--- src/rtl/an_ord_gen.sv ---
// an_ord_gen: 1000BASE-X auto-negotiation ordered-set generator.
// Sends /C1/,/C2/ config ordered sets for NUM_CFG words, then /I2/, with idle /I2/ otherwise.
// Optional feature macro: AN_ORD_BREAK_LINK_EN prepends 8 ordered sets carrying config 0x0000.
module an_ord_gen #(
    parameter int unsigned NUM_CFG = 2,
    parameter int unsigned CNT_W   = 8,
    parameter int unsigned IDX_W   = 1
) (
    input  logic                   clock,
    input  logic                   reset,
    input  logic                   start,
    input  logic                   abort,
    input  logic [NUM_CFG*16-1:0]  cfg_words,
    input  logic [CNT_W-1:0]       an_count,
    output logic [7:0]             tx_data,
    output logic                   tx_is_k,
    output logic                   busy,
    output logic                   done,
    output logic [IDX_W-1:0]       word_idx
);

    localparam int unsigned CFG_W = NUM_CFG * 16;

    localparam logic [1:0] ST_IDLE = 2'd0;
    localparam logic [1:0] ST_CFG  = 2'd1;
    localparam logic [1:0] ST_END  = 2'd2;

    localparam logic [7:0] K28_5 = 8'hBC;
    localparam logic [7:0] D21_5 = 8'hB5;
    localparam logic [7:0] D2_2  = 8'h42;
    localparam logic [7:0] D16_2 = 8'h50;

    localparam logic [IDX_W-1:0] LAST_IDX = IDX_W'(NUM_CFG - 1);

    // Current-cycle sequencing state (matches what the outputs show this cycle)
    logic [1:0]       state, state_nxt;
    logic [1:0]       phase, phase_nxt;
    logic             pending, pending_nxt;
    logic             os_c2, os_c2_nxt;
    logic [IDX_W-1:0] widx, widx_nxt;
    logic [CNT_W-1:0] rep_left, rep_left_nxt;
    logic [CFG_W-1:0] snap_cfg, snap_cfg_nxt;
    logic [CNT_W-1:0] snap_cnt, snap_cnt_nxt;
    logic             accept;
`ifdef AN_ORD_BREAK_LINK_EN
    logic             brk, brk_nxt;
    logic [2:0]       brk_left, brk_left_nxt;
`endif

    // Next values of the registered outputs
    logic [7:0]       tx_data_nxt;
    logic             tx_is_k_nxt;
    logic             busy_nxt;
    logic             done_nxt;
    logic [IDX_W-1:0] word_idx_nxt;
    logic [15:0]      word_sel;

    // A repeat count of zero still sends one ordered set
    function automatic logic [CNT_W-1:0] eff_count(input logic [CNT_W-1:0] n);
        return (n == '0) ? CNT_W'(1) : n;
    endfunction

    // Next-state logic: start acceptance, ordered-set stepping, word advance, abort
    always_comb begin
        state_nxt    = state;
        phase_nxt    = phase;
        pending_nxt  = pending;
        os_c2_nxt    = os_c2;
        widx_nxt     = widx;
        rep_left_nxt = rep_left;
        snap_cfg_nxt = snap_cfg;
        snap_cnt_nxt = snap_cnt;
        accept       = 1'b0;
`ifdef AN_ORD_BREAK_LINK_EN
        brk_nxt      = brk;
        brk_left_nxt = brk_left;
`endif
        if (abort && busy) begin
            state_nxt   = ST_IDLE;
            phase_nxt   = 2'd0;
            pending_nxt = 1'b0;
            widx_nxt    = '0;
`ifdef AN_ORD_BREAK_LINK_EN
            brk_nxt     = 1'b0;
`endif
        end else begin
            case (state)
                ST_IDLE: begin
                    accept = start && !abort && !busy;
                    if (accept) begin
                        snap_cfg_nxt = cfg_words;
                        snap_cnt_nxt = an_count;
                    end
                    if (phase == 2'd0) begin
                        phase_nxt = 2'd1;
                        if (accept) begin
                            pending_nxt = 1'b1;
                        end
                    end else if (accept || pending) begin
                        state_nxt    = ST_CFG;
                        phase_nxt    = 2'd0;
                        pending_nxt  = 1'b0;
                        os_c2_nxt    = 1'b0;
                        widx_nxt     = '0;
                        rep_left_nxt = eff_count(snap_cnt_nxt);
`ifdef AN_ORD_BREAK_LINK_EN
                        brk_nxt      = 1'b1;
                        brk_left_nxt = 3'd7;
`endif
                    end else begin
                        phase_nxt = 2'd0;
                    end
                end
                ST_CFG: begin
                    phase_nxt = phase + 2'd1;
                    if (phase == 2'd3) begin
                        // /C1/-/C2/ alternation runs across prefix and word changes
                        os_c2_nxt = !os_c2;
`ifdef AN_ORD_BREAK_LINK_EN
                        if (brk) begin
                            if (brk_left == 3'd0) begin
                                brk_nxt = 1'b0;
                            end else begin
                                brk_left_nxt = brk_left - 3'd1;
                            end
                        end else
`endif
                        if (rep_left == CNT_W'(1)) begin
                            if (widx == LAST_IDX) begin
                                state_nxt = ST_END;
                                phase_nxt = 2'd0;
                                widx_nxt  = '0;
                            end else begin
                                widx_nxt     = widx + IDX_W'(1);
                                rep_left_nxt = eff_count(snap_cnt);
                            end
                        end else begin
                            rep_left_nxt = rep_left - CNT_W'(1);
                        end
                    end
                end
                ST_END: begin
                    if (phase == 2'd0) begin
                        phase_nxt = 2'd1;
                    end else begin
                        state_nxt = ST_IDLE;
                        phase_nxt = 2'd0;
                    end
                end
                default: begin
                    state_nxt   = ST_IDLE;
                    phase_nxt   = 2'd0;
                    pending_nxt = 1'b0;
                end
            endcase
        end
    end

    // Output decode from the next state so outputs can be registered
    always_comb begin
        word_sel = '0;
        for (int unsigned k = 0; k < NUM_CFG; k++) begin
            if (widx_nxt == IDX_W'(k)) begin
                word_sel = snap_cfg_nxt[k*16 +: 16];
            end
        end
`ifdef AN_ORD_BREAK_LINK_EN
        if (brk_nxt) begin
            word_sel = '0;
        end
`endif
        tx_data_nxt = K28_5;
        tx_is_k_nxt = 1'b1;
        if (state_nxt == ST_CFG) begin
            case (phase_nxt)
                2'd1: begin
                    tx_data_nxt = os_c2_nxt ? D2_2 : D21_5;
                    tx_is_k_nxt = 1'b0;
                end
                2'd2: begin
                    tx_data_nxt = word_sel[7:0];
                    tx_is_k_nxt = 1'b0;
                end
                2'd3: begin
                    tx_data_nxt = word_sel[15:8];
                    tx_is_k_nxt = 1'b0;
                end
                default: begin
                    tx_data_nxt = K28_5;
                    tx_is_k_nxt = 1'b1;
                end
            endcase
        end else if (phase_nxt[0]) begin
            tx_data_nxt = D16_2;
            tx_is_k_nxt = 1'b0;
        end
        busy_nxt     = pending_nxt || (state_nxt != ST_IDLE);
        done_nxt     = (state_nxt == ST_END) && (phase_nxt == 2'd1);
        word_idx_nxt = (state_nxt == ST_CFG) ? widx_nxt : '0;
    end

    // State and output registers with synchronous reset
    always_ff @(posedge clock) begin
        if (reset) begin
            state    <= ST_IDLE;
            phase    <= 2'd0;
            pending  <= 1'b0;
            os_c2    <= 1'b0;
            widx     <= '0;
            rep_left <= '0;
            snap_cfg <= '0;
            snap_cnt <= '0;
`ifdef AN_ORD_BREAK_LINK_EN
            brk      <= 1'b0;
            brk_left <= 3'd0;
`endif
            tx_data  <= K28_5;
            tx_is_k  <= 1'b1;
            busy     <= 1'b0;
            done     <= 1'b0;
            word_idx <= '0;
        end else begin
            state    <= state_nxt;
            phase    <= phase_nxt;
            pending  <= pending_nxt;
            os_c2    <= os_c2_nxt;
            widx     <= widx_nxt;
            rep_left <= rep_left_nxt;
            snap_cfg <= snap_cfg_nxt;
            snap_cnt <= snap_cnt_nxt;
`ifdef AN_ORD_BREAK_LINK_EN
            brk      <= brk_nxt;
            brk_left <= brk_left_nxt;
`endif
            tx_data  <= tx_data_nxt;
            tx_is_k  <= tx_is_k_nxt;
            busy     <= busy_nxt;
            done     <= done_nxt;
            word_idx <= word_idx_nxt;
        end
    end

endmodule
--- config.mk ---
export PLATFORM = sky130hd
export DESIGN_NAME = an_ord_gen
export DESIGN_NICKNAME = d
export VERILOG_FILES = /design/src/rtl/an_ord_gen.sv
export SDC_FILE = /design/constraint.sdc
export NUM_CORES = 1
export LEC_CHECK = 0
export CAP_MARGIN = 10
export CORE_ASPECT_RATIO = 0.5
export CORE_UTILIZATION = 45
export DETAILED_ROUTE_END_ITERATION = 10
export GPL_ROUTABILITY_DRIVEN = 0
export GPL_TIMING_DRIVEN = 1
export HOLD_SLACK_MARGIN = 0.06
export MAX_ROUTING_LAYER = met4
export PLACE_DENSITY = 0.83
export SLEW_MARGIN = 5
export SYNTH_ARGS = -nofsm -noshare
export SYNTH_HDL_FRONTEND = slang
export SYNTH_SLANG_ARGS = --single-unit
--- constraint.sdc ---
create_clock -name clock -period 2.8 [get_ports clock]
set_clock_uncertainty 0.05 [all_clocks]
set_input_delay 0.84 -clock clock [delete_from_list [all_inputs] [get_ports clock]]
set_output_delay 0.84 -clock clock [all_outputs]
set_load 0.05 [all_outputs]
==> flow_summary.json <==
{
  "path_cells": "ha_4 -> or3b_4 -> nor2_4 -> ha_4 -> nand3_4 -> a2bb2oi_4 -> nand2_4 -> mux4_2 -> a22o_1 -> or3_1",
  "synth_largest_area_cell": "dfxtp_1",
  "antenna_found_initial": 0,
  "leakagePower_nw": 1.89,
  "r2r_start": "rep_left[0]",
  "synth_cell_types": 62,
  "cts_buffers": 9,
  "synthFlopType": "dfxtp_1",
  "cts.clk_slew.worst_paths_ps": 50,
  "syn_to_final_growth_pct": 46.2,
  "die_h_um": 64.1,
  "cp-endpoint": "tx_data[4]",
  "setup_viol_count_final": 0,
  "tightest_slew_ps": 666,
  "critical-path-slowest-cell": "or3b_4",
  "finalHoldViolCount": 0,
  "grt_pass1_wl_mm": 17.0,
  "wl_per_cell_um": 17.8,
  "drt-initial-drc-count": 428,
  "fin_crit_ps": 2740,
  "slew_violations": 0,
  "initial_utilization": 0.468,
  "track_usage": 0.281,
  "grt_start_max_net_pins": 57,
  "rows": 22,
  "max_clock_freq_ghz": 0.365,
  "clock_path_buffers": 2,
  "cp.required_ps": 2960,
  "ys_seq_area_frac": 0.387,
  "antennaDiodeCount": 0,
  "fin_crit_sh": 0.978,
  "crit_path_end_kind": "flop",
  "grt_pass1_vias": 3507,
  "dieArea_um2": 8080,
  "worstSetupPathType": "reg -> reg",
  "synth_edf_count": 0,
  "core_um2": 7400,
  "ys_ff_latch": 67,
  "drt-total-wl_mm": 11.1,
  "ys_warn_count": 0,
  "r2r_cells": 10,
  "crit_start": "rep_left[0]",
  "drive_above_1_share": 0.242,
  "viasPerCell": 5.92,
  "antenna_left": 0,
  "nets": 580,
  "clock_sinks": 67,
  "yosys-top-cells-area": "dfxtp_1 (39%), nand2_1 (10%), a21oi_1 (8.1%)",
  "max_slew_margin": 0.551,
  "pre_cts_ws_ps": -476,
  "grt-ovfl-total": 0,
  "synth_area_um2": 3470,
  "fin_hold_ws_ps": 404,
  "clk_latency_ps": 330,
  "drcViolationCount": 0,
  "dpl.hpwl_mm": 6.82,
  "start_kind": "flop",
  "postCtsHoldBufs": 0,
  "cts_tree": "done",
  "cp_max_fo": 3,
  "hold_class": "reg -> reg",
  "ioPinCount": 56,
  "async_reset_ff_frac": 0,
  "io_buffers": 55,
  "syn-instance-count": 419,
  "p_per_area_nw_per_um2": 705,
  "worstReg2RegEnd": "tx_data[4]",
  "cp.arrival_ps": 2900,
  "synth.avg_cell_area_um2": 8.28,
  "cp_common_cell": "ha_4",
  "cp_slowest_stage_delay_ps": 390,
  "yosysTopAreaCellShare": 0.387,
  "fp.dieW_um": 126,
  "outcome": "completed",
  "drv_cap": 0,
  "tns_ps": 0,
  "syn_nets": 472,
  "rrSetupSlack_ps": 60,
  "setup_ws_ps": 62.0,
  "ir_drop_uv": 307,
  "vias": 3707,
  "htreeDepth": 3,
  "dr.pass1.iters": 5,
  "cts_root_buffer": "clkbuf_16"
}
[power breakdown]
group | switching (W) | leakage [nW] | internal, W | total (W)
logic | 0.000671 | 1.19 | 0.000561 | 0.00123
clock network | 0.000394 | 0.155 | 0.000818 | 0.00121
registers | 0.0000698 | 0.548 | 0.00106 | 0.00113
[final cells by class]
type                    count  area (µm²)
well taps                  96         120
multi-input cells         321        2190
repair buffers            120        1070
clock buffers              12         256
flip-flops and latches     67        1340
inverters                   8        30.0
clock inverters             2        60.1
fillers                   483        2330
[worst max-delay path: cells and delay by family (launching register included)]
kind / cells / cell delay (ps)
compound gates: 2 / 500
fa+ha+maj: 2 / 370
flops: 1 / 370
mux: 1 / 320
simple gates: 5 / 1010
[flip-flops by register name (all words and copies together) (netlist names)]
name      cells
snap_cfg     32
rep_left      8
snap_cnt      8
tx_data       8
phase         2
state         2
busy          1
done          1
os_c2         1
pending       1
tx_is_k       1
widx          1
word_idx      1
[worst min path at each step]
| stage | startpoint | to | slack (ps) | depth (start not counted) |
|---|---|---|---|---|
| 2_1_floorplan | snap_cfg[19] | snap_cfg[19] | 380 | 2 |
| 3_3_place_gp | snap_cfg[28] | snap_cfg[28] | 390 | 2 |
| 3_5_place_dp | snap_cfg[14] | snap_cfg[14] | 400 | 2 |
| 4_1_cts | snap_cfg[14] | snap_cfg[14] | 400 | 2 |
| 5_1_grt | snap_cfg[25] | snap_cfg[25] | 420 | 2 |
| 6_report | snap_cfg[14] | snap_cfg[14] | 400 | 2 |
[metrics by stage]
stage	cells	utilization	total power (W)	area (µm²)
finish	626	0.685	0.00357	5070
CTS	621	0.664	0.00349	4910
global placement	604	0.610	0.00221	4510
global route	626	0.685	0.00371	5070
floorplan	419	-	0.00183	3490
detailed placement	604	0.610	0.00224	4510
[routing by layer]
layer	vias to the layer above	GRT usage	part of all wire
met1	1743	0.330	0.41
met2	182	0.459	0.48
met4	0	0.140	0.038
li1	1726	-	-
met3	56	0.0670	0.072
met5	-	-	0
[synthesized netlist by cell type (all sizes together) (3+ instances only)]
library cell   n
nor3          11
dfxtp         67
a21oi         56
nand2         93
mux2i          4
ha             9
clkbuf        15
nand2b         3
or2            3
nor4           4
a21o           5
a22oi          8
o22ai          5
mux2           5
o21a           5
nand3         11
inv            8
nor2          21
mux4           7
nand4          3
or3            6
a21boi         3
buf            9
a211oi         9
xnor2          3
o21ai         11
[what timing repair did]
| action | CTS | global route |
|---|---|---|
| buffers inserted | 3 | 4 |
| gates cloned | 0 | 1 |
| endpoints found under the setup margin | 13 | 15 |
| resized for setup | 18 | 26 |
| pin swaps | 3 | 11 |
[logic make-up (layout without fill, tap and decap cells)]
kind of cell             Yosys count  after routing  synth area share
AND/OR/NAND/NOR                  169            169             0.228
multiplexers                      16             16            0.0732
buffers and inverters             32            142            0.0390
adder cells (fa/ha/maj)            9              9            0.0325
XOR/XNOR                           4              4            0.0101
AO/OA/AOI/OAI                    122            123             0.231
flip-flops                        67             67             0.387
[layout by cell type, fill, tap and decap left out, types with 5 or more instances in the layout]
cell type	n
clkbuf_16	9
nand2_1	92
a22oi_1	6
nor2_1	19
dfxtp_1	66
o21ai_0	7
inv_1	7
buf_4	59
clkdlybuf4s50_1	52
a21oi_1	56
or3_1	6
nor3_1	10
nand3_1	9
a211oi_1	9
ha_1	7
mux2_2	5
mux4_2	7
No activity file was read; power rests on OpenSTA's default activity.
